==> src/rtl/result_sel_pipe.sv <==
// result_sel_pipe: selects one of NUM_IN channels and stages {word, err} in a 2-entry skid buffer.
// Optional feature: define RESULT_SEL_PIPE_ERRCNT_EN to add a saturating illegal-select counter (err_count).
module result_sel_pipe #(
   parameter  int WIDTH        = 24,
   parameter  int NUM_IN       = 8,
   parameter  int ILLEGAL_MODE = 0,
   localparam int SEL_W        = (NUM_IN > 1) ? $clog2(NUM_IN) : 1
) (
   input  logic                    clk,
   input  logic                    rst_n,
   input  logic [NUM_IN*WIDTH-1:0] in_data,
   input  logic [SEL_W-1:0]        sel,
   input  logic                    in_valid,
   output logic                    in_ready,
   output logic [WIDTH-1:0]        out_data,
   output logic                    out_err,
   output logic                    out_valid,
   input  logic                    out_ready
`ifdef RESULT_SEL_PIPE_ERRCNT_EN
   ,
   output logic [7:0]              err_count
`endif
);

   typedef enum logic [1:0] {EMPTY, ONE, TWO} state_e;

   localparam logic [SEL_W:0] NUM_IN_L = (SEL_W + 1)'(NUM_IN);

   state_e           state_q, state_d;
   logic [WIDTH-1:0] head_word_q, head_word_d;
   logic [WIDTH-1:0] tail_word_q, tail_word_d;
   logic [WIDTH-1:0] last_word_q, last_word_d;
   logic             head_err_q, head_err_d;
   logic             tail_err_q, tail_err_d;
   logic             in_ready_q, in_ready_d;

   logic             sel_legal;
   logic             accept;
   logic             emit;
   logic [WIDTH-1:0] new_word;
   logic             new_err;

   always_comb begin
      // NOTE: every signal written here gets a default first, so no path through the block can infer a latch.
      new_word  = '0;
      sel_legal = ({1'b0, sel} < NUM_IN_L);
      for (int k = 0; k < NUM_IN; k++) begin
         if (sel == SEL_W'(k)) begin
            new_word = in_data[k*WIDTH +: WIDTH];
         end
      end
      if (!sel_legal) begin
         new_word = (ILLEGAL_MODE != 0) ? last_word_q : '0;
      end
      new_err = !sel_legal;
   end

   assign accept = in_valid && in_ready_q;
   assign emit   = (state_q != EMPTY) && out_ready;

   always_comb begin
      state_d     = state_q;
      head_word_d = head_word_q;
      head_err_d  = head_err_q;
      tail_word_d = tail_word_q;
      tail_err_d  = tail_err_q;
      unique case (state_q)
         EMPTY: begin
            if (accept) begin
               state_d     = ONE;
               head_word_d = new_word;
               head_err_d  = new_err;
            end
         end
         ONE: begin
            if (accept && emit) begin
               head_word_d = new_word;
               head_err_d  = new_err;
            end else if (accept) begin
               state_d     = TWO;
               tail_word_d = new_word;
               tail_err_d  = new_err;
            end else if (emit) begin
               state_d = EMPTY;
            end
         end
         TWO: begin
            // in_ready is low in TWO, so only the drain path exists here
            if (emit) begin
               state_d     = ONE;
               head_word_d = tail_word_q;
               head_err_d  = tail_err_q;
            end
         end
         default: state_d = EMPTY;
      endcase
      last_word_d = (accept && sel_legal) ? new_word : last_word_q;
      in_ready_d  = (state_d != TWO);
   end

   // NOTE: state updates use non-blocking assignments so every flop samples the pre-edge values.
   always_ff @(posedge clk) begin
      if (!rst_n) begin
         state_q     <= EMPTY;
         // NOTE: both buffer entries are cleared on reset; with only two words this keeps out_data deterministic.
         head_word_q <= '0;
         head_err_q  <= 1'b0;
         tail_word_q <= '0;
         tail_err_q  <= 1'b0;
         last_word_q <= '0;
         in_ready_q  <= 1'b1;
      end else begin
         state_q     <= state_d;
         head_word_q <= head_word_d;
         head_err_q  <= head_err_d;
         tail_word_q <= tail_word_d;
         tail_err_q  <= tail_err_d;
         last_word_q <= last_word_d;
         in_ready_q  <= in_ready_d;
      end
   end

   assign in_ready  = in_ready_q;
   assign out_valid = (state_q != EMPTY);
   assign out_data  = head_word_q;
   assign out_err   = head_err_q;

`ifdef RESULT_SEL_PIPE_ERRCNT_EN
   logic [7:0] err_count_q, err_count_d;

   always_comb begin
      err_count_d = err_count_q;
      if (accept && !sel_legal && (err_count_q != 8'hFF)) begin
         err_count_d = err_count_q + 8'd1;
      end
   end

   always_ff @(posedge clk) begin
      if (!rst_n) begin
         err_count_q <= 8'd0;
      end else begin
         err_count_q <= err_count_d;
      end
   end

   assign err_count = err_count_q;
`endif

endmodule

==> config.mk <==
export PLATFORM = sky130hd
export DESIGN_NAME = result_sel_pipe
export DESIGN_NICKNAME = d
export VERILOG_FILES = /design/src/rtl/result_sel_pipe.sv
export SDC_FILE = /design/constraint.sdc
export NUM_CORES = 1
export LEC_CHECK = 0
export BUFFER_PORTS_ARGS = -buffer_cell sky130_fd_sc_hd__buf_4
export CAP_MARGIN = 20
export CORE_ASPECT_RATIO = 0.7
export CORE_UTILIZATION = 40
export DETAILED_ROUTE_END_ITERATION = 12
export PLACE_DENSITY = 0.77
export SKIP_CTS_REPAIR_TIMING = 1
export SLEW_MARGIN = 10
export SYNTH_ARGS = -nofsm -noshare
export SYNTH_HDL_FRONTEND = slang
export SYNTH_SLANG_ARGS = --single-unit
export TNS_END_PERCENT = 20
==> constraint.sdc <==
create_clock -name clk -period 1.5 [get_ports clk]
set_input_delay 0.3 -clock clk [delete_from_list [all_inputs] [get_ports clk]]
set_output_delay 0.3 -clock clk [all_outputs]
set_load 0.05 [all_outputs]
==> results of run 1 <==
[power groups by stage]
stage	Sequential (mW)	Clock, mW	Combinational (mW)
2_1_floorplan	1.76	0	0.687
3_3_place_gp	1.53	0	1.71
3_5_place_dp	1.54	0	1.73
4_1_cts	1.51	1.12	1.73
5_1_grt	1.52	1.20	1.87
6_report	1.51	1.11	1.77
[critical path, delay by kind of cell, from the launching register on]
family | cells | cell delay [ns]
DFF | 1 | 0.31
buffers and inverters | 2 | 0.31
and+or+nand+nor | 1 | 0.30
[path summary, 6_finish.rpt]
check                                                   from                            to  slack [ns]  cells after the start
worst min-delay path                               out_ready           in_ready$_SDFF_PN1_        0.27                      2
worst max register to register         state_q[1]$_SDFF_PN0_  tail_word_q[14]$_SDFFE_PN0P_        0.11                      6
worst max-delay path                   state_q[1]$_SDFF_PN0_                     out_valid      0.0007                      3
worst min register to register  tail_word_q[23]$_SDFFE_PN0P_  tail_word_q[23]$_SDFFE_PN0P_        0.46                      2
[per-layer routing]
layer	vias up	part of all wire, %	wire length [um]
met4	0	1.4	221
met2	275	44	7070
met3	18	10	1670
li1	2288	-	-
met1	2323	44	7180
met5	-	0	0
[flip-flops by register name, summed over array words and instances (netlist names)]
| register | count |
|---|---|
| tail_word_q | 24 |
| out_data | 24 |
| in_ready | 1 |
| state_q | 2 |
[area by class of cell]
type | count | area share [%]
sequential | 51 | 16.6
inverter | 5 | 0.305
timing repair buffer | 271 | 34.9
clock inverter | 1 | 0.0814
multi-input combinational | 373 | 43.3
tap | 124 | 2.52
clock buffer | 6 | 2.26
[stage by stage]
step / setup TNS [ns] / cell area (sq um) / power [mW]
6_report: 0 / 6150 / 4.39
5_1_grt: -0.0398 / 6150 / 4.59
4_1_cts: -0.0287 / 6090 / 4.36
3_5_place_dp: -11.79 / 5950 / 3.27
3_3_place_gp: -10.64 / 5950 / 3.24
2_1_floorplan: -1.24 / 3920 / 2.45
[cell families after synthesis]
logic type      after synthesis
compound gates              171
buf+inv                      57
flops                        51
mux                          30
other cells                   1
simple gates                171
[placed cells by master, fill, tap and decap left out, types with 18 or more instances in the layout]
cell	synthesis	routed
buf_4	2	261
a21oi_1	31	31
a221oi_1	20	20
mux4_2	25	25
o21ai_0	28	28
a21boi_1	18	18
nand2b_1	21	21
nor2b_1	24	22
nand3_1	46	46
a31oi_1	20	20
o221ai_1	23	22
dfxtp_1	51	49
nand2_1	67	67
a211oi_1	20	20
==> impl_metrics.tcl, run 1 <==
set metrics [dict create \
    stdcell_count 831 \
    crit_slowest_cell "dfxtp_1" \
    timing.final.crit_share_pct 100 \
    portBuffers 224 \
    core_area_sq_mm 0.00929 \
    p_comb_share_pct 40.3 \
    synthCells 481 \
    swShare_pct 32.5 \
    ys_ff_latch 51 \
    fin_crit_ns 1.50 \
    cts_tree "yes" \
    synth_top_family_by_area "compound AO/OA/AOI/OAI gates" \
    grtUsageMet2_pct 45.8 \
    grt_pass1_wl_um 24700 \
    cts_root_buf "clkbuf_16" \
    multi_input_area_sq_mm 0.00266 \
    wirelength_um 16100 \
    pre_cts_ws_ns -0.296 \
    setup_viol 0 \
    ys_types 38 \
    final_nets 906 \
    ios 226 \
    fin_hold_ws_ns 0.274 \
    clock_latency_ns 0.28 \
    synthAdderAreaFrac_pct 0 \
    h-tree-depth 2 \
    gp_congestion 1.00 \
    seq_area_sq_mm 0.00102 \
    fillerInstances 782 \
    drtPass1Iterations 5 \
    critPathKind "reg -> out" \
    synthXorXnorAreaFrac_pct 0 \
    start_util_pct 42.1 \
    syn-num-nets 680 \
    rsz0062_at_grt "true" \
    maxSlewViolCount 0 \
    p_per_area_mw_per_mm2 714 \
    final_util_pct 66.2 \
    numCtsBuffers 5 \
    yosysWarnings 0 \
    cp_data_arrival_time_ns 1.20 \
    synth.largest_area_cell "dfxtp_1" \
    crit_path_start_kind "flip-flop" \
    hold_viol 0 \
    crit_path_cell_trace "buf_4 -> or2_2 -> buf_6" \
    drt_iter0_markers 447 \
    max-vdd-ir-drop_mv 0.466 \
    place_hpwl_um 13300 \
    grt.total_usage_pct 31.3 \
    drv_cap 0 \
    grt_overflow 0 \
    yosysSeqAreaShare_pct 26.1 \
    syn_area_sq_mm 0.00391 \
    yosysMostFrequentCell "nand2_1" \
    synthToLayoutAreaGrowth_pct 57.3 \
    async_flop_share_pct 0 \
    dieArea_sq_mm 0.0102 \
    outcome "completed" \
    required_ns 1.20 \
    pwr-share-seq_pct 34.4 \
    fin_ws_ns 0.000665 \
    synth.avg_cell_area_sq_um 8.13 \
    die-height_um 84.7 \
    first_global_vias 4715 \
    path_clk_slew_ns 0.06 \
    synth-compound-area-share_pct 29.8 \
    viasPerCell 5.90 \
    ys_top_cells_by_count "nand2_1 (67), dfxtp_1 (51), nand3_1 (46), clkbuf_1 (33), a21oi_1 (31)" \
    power.leakage_nw 2.60 \
    post_drt_wl_per_cell_um 19.4 \
    cp_max_fo 7 \
    use_met1_pct 46.9 \
    finClkSkew_ns 0.00493 \
    cpPeakStageDelay_ns 0.31 \
    drc_errors 0 \
    clockBufferDepth 2 \
    synth-edff-count 0 \
    synthFlopType "dfxtp_1" \
    grt-busiest-layer "met1" \
    clkPwrFrac_pct 25.3 \
    rows 29 \
    power_switching_mw 1.43 \
    met3_usage_pct 6.86 \
    synthSimpleGateAreaFrac_pct 21.7 \
    synth_area_leaders "dfxtp_1 (26%), mux4_2 (14%), nand2_1 (6.4%)" \
    synth_top_cell_area_share_pct 26.1 \
    cp-end-kind "output port" \
    final_layout_size_suffix_gt1_share_pct 45.0 \
    p_int_mw 2.96 \
    insertedDiodeCount 0 \
    synthMuxAreaShare_pct 15.8 \
    antenna_found_initial 0 \
    dpl.cell_count 823 \
    vias 4904 \
    grt_max_degree 32 \
    fp.dieW_um 120 \
    fmax_ghz 0.667 \
    clkSinkCount 51 \
    final_antenna_net_count 0 \
    min_path_type "in -> reg" \
]
Power figures use the tool's default switching activity.
==> run 2: changes to the inputs <==
- PLACE_DENSITY: 0.77 -> 0.74
- clock period: 1.5 -> 1.4 ns (I/O delays scaled with it)
==> run 2 against run 1 <==
Effect of this change:
- the flow now finishes with violations (negative setup slack)
- global-route usage down 0.56 points
- worst setup slack worse by 0.021 ns
- register-to-register slack lost 0.11 ns
- final cell count rose by 1.9%
- count of clock-buffer cells in the layout grew 1
- critical endpoint unchanged
- highest routed layer unchanged
==> impl_metrics.tcl, run 2 (synthesis gave the netlist of run 1 again) <==
set metrics [dict create \
    required_ns 1.12 \
    crit_path_start_kind "flip-flop" \
    final_common_cell "buf_4" \
    power.leakage_nw 2.72 \
    max-vdd-ir-drop_mv 0.499 \
    gp_congestion 0.892 \
    fmax_ghz 0.704 \
    start_util_pct 42.1 \
    portBuffers 224 \
    path_clk_slew_ns 0.07 \
    final_antenna_net_count 0 \
    place_hpwl_um 12600 \
    fin_crit_ns 1.42 \
    grt.total_usage_pct 30.7 \
    crit_slowest_cell "dfxtp_2" \
    placed_area_sq_mm 0.00608 \
    rrSetupSlack_ns 0 \
    finClkSkew_ns 0.00862 \
    cp-end-kind "output port" \
    drtPass1Iterations 7 \
    final_nets 921 \
    insertedDiodeCount 0 \
    clock_latency_ns 0.29 \
    drv_cap 0 \
    rows 29 \
    core_area_sq_mm 0.00929 \
    viasPerCell 5.94 \
    cts_root_buf "clkbuf_16" \
    cp_data_arrival_time_ns 1.14 \
    fin_ws_ns -0.0199 \
    vias 5031 \
    wirelength_um 16400 \
    drc_errors 0 \
    grt_pass1_wl_um 24400 \
    violations "negative setup slack" \
    h-tree-depth 2 \
    finish.instance_area_sq_mm 0.00644 \
    setup_viol 2 \
    critPathKind "reg -> out" \
    ios 226 \
    final_cell_mix "buf_4 (265), nand2_1 (66), dfxtp_1 (48)" \
    clockBufferDepth 2 \
    min_path_type "in -> reg" \
    timing.final.crit_share_pct 101 \
    cts_tree "yes" \
    outcome "finished, violations left" \
    die-height_um 84.7 \
    p_per_area_mw_per_mm2 759 \
    fin_hold_ws_ns 0.318 \
    clkSinkCount 51 \
    cpPeakStageDelay_ns 0.33 \
    drt_iter0_markers 387 \
    hold_viol 0 \
    grt_overflow 0 \
    cp_max_fo 7 \
    dieArea_sq_mm 0.0102 \
    synthToLayoutAreaGrowth_pct 64.7 \
    fp.dieW_um 120 \
    final_layout_size_suffix_gt1_share_pct 48.0 \
    first_global_vias 4943 \
    antenna_found_initial 0 \
    post_drt_wl_per_cell_um 19.4 \
    grt_max_degree 45 \
    numCtsBuffers 5 \
    maxSlewViolCount 0 \
    crit_path_cell_trace "buf_6 -> or2_4 -> buf_8" \
    rsz0062_at_grt "true" \
]
## run 2: layout make-up
class                           count  area (sq um)
Inverter                            5          18.8
Timing Repair Buffer              286          2370
Fill cell                         778          2850
Clock inverter                      1          5.00
Sequential cell                    51          1030
Clock buffer                        7           143
Multi-Input combinational cell    373          2720
Tap cell                          124           155
## run 2: worst paths after layout
check | to | depth (start not counted) | startpoint
min | out_data[2]$_SDFFE_PN0P_ | 3 | rst_n
max | out_valid | 3 | state_q[1]$_SDFF_PN0_
min reg2reg | tail_word_q[21]$_SDFFE_PN0P_ | 2 | tail_word_q[21]$_SDFFE_PN0P_
max reg2reg | out_data[14]$_SDFFE_PN0P_ | 5 | state_q[1]$_SDFF_PN0_
## run 2: through the flow
step	instances	utilization, %	TNS, ns	total power [mW]	worst slack, ns
2_1_floorplan	481	-	-0.892	2.63	-0.0982
4_1_cts	841	67.0	-0.478	4.76	-0.143
3_3_place_gp	833	65.4	-11.13	3.50	-0.424
5_1_grt	847	69.3	-1.81	5.08	-0.0738
6_report	847	69.3	-0.0211	4.89	-0.0199
3_5_place_dp	833	65.4	-12.50	3.53	-0.451
## run 2: layer usage
layer  share of wire (%)  track usage, %  routed length, um  vias up
met5                   0               0                  0        -
met4                 2.8            10.5                457        0
met3                 8.3            5.84               1370       33
met2                  48            52.4               7840      283
met1                  41            38.9               6760     2386
li1                    -               -                  -     2329
## run 2: where the power goes
group	switching, mW	total (mW)	internal, mW
clock network	0.551	1.26	0.711
registers	0.0619	1.61	1.55
logic	1.00	2.01	1.01
## run 2: critical path: cells and delay by family, from the launching register on
kind	cells	cell delay, ns
flip-flops	1	0.33
AND/OR/NAND/NOR	1	0.25
buffers and inverters	2	0.27
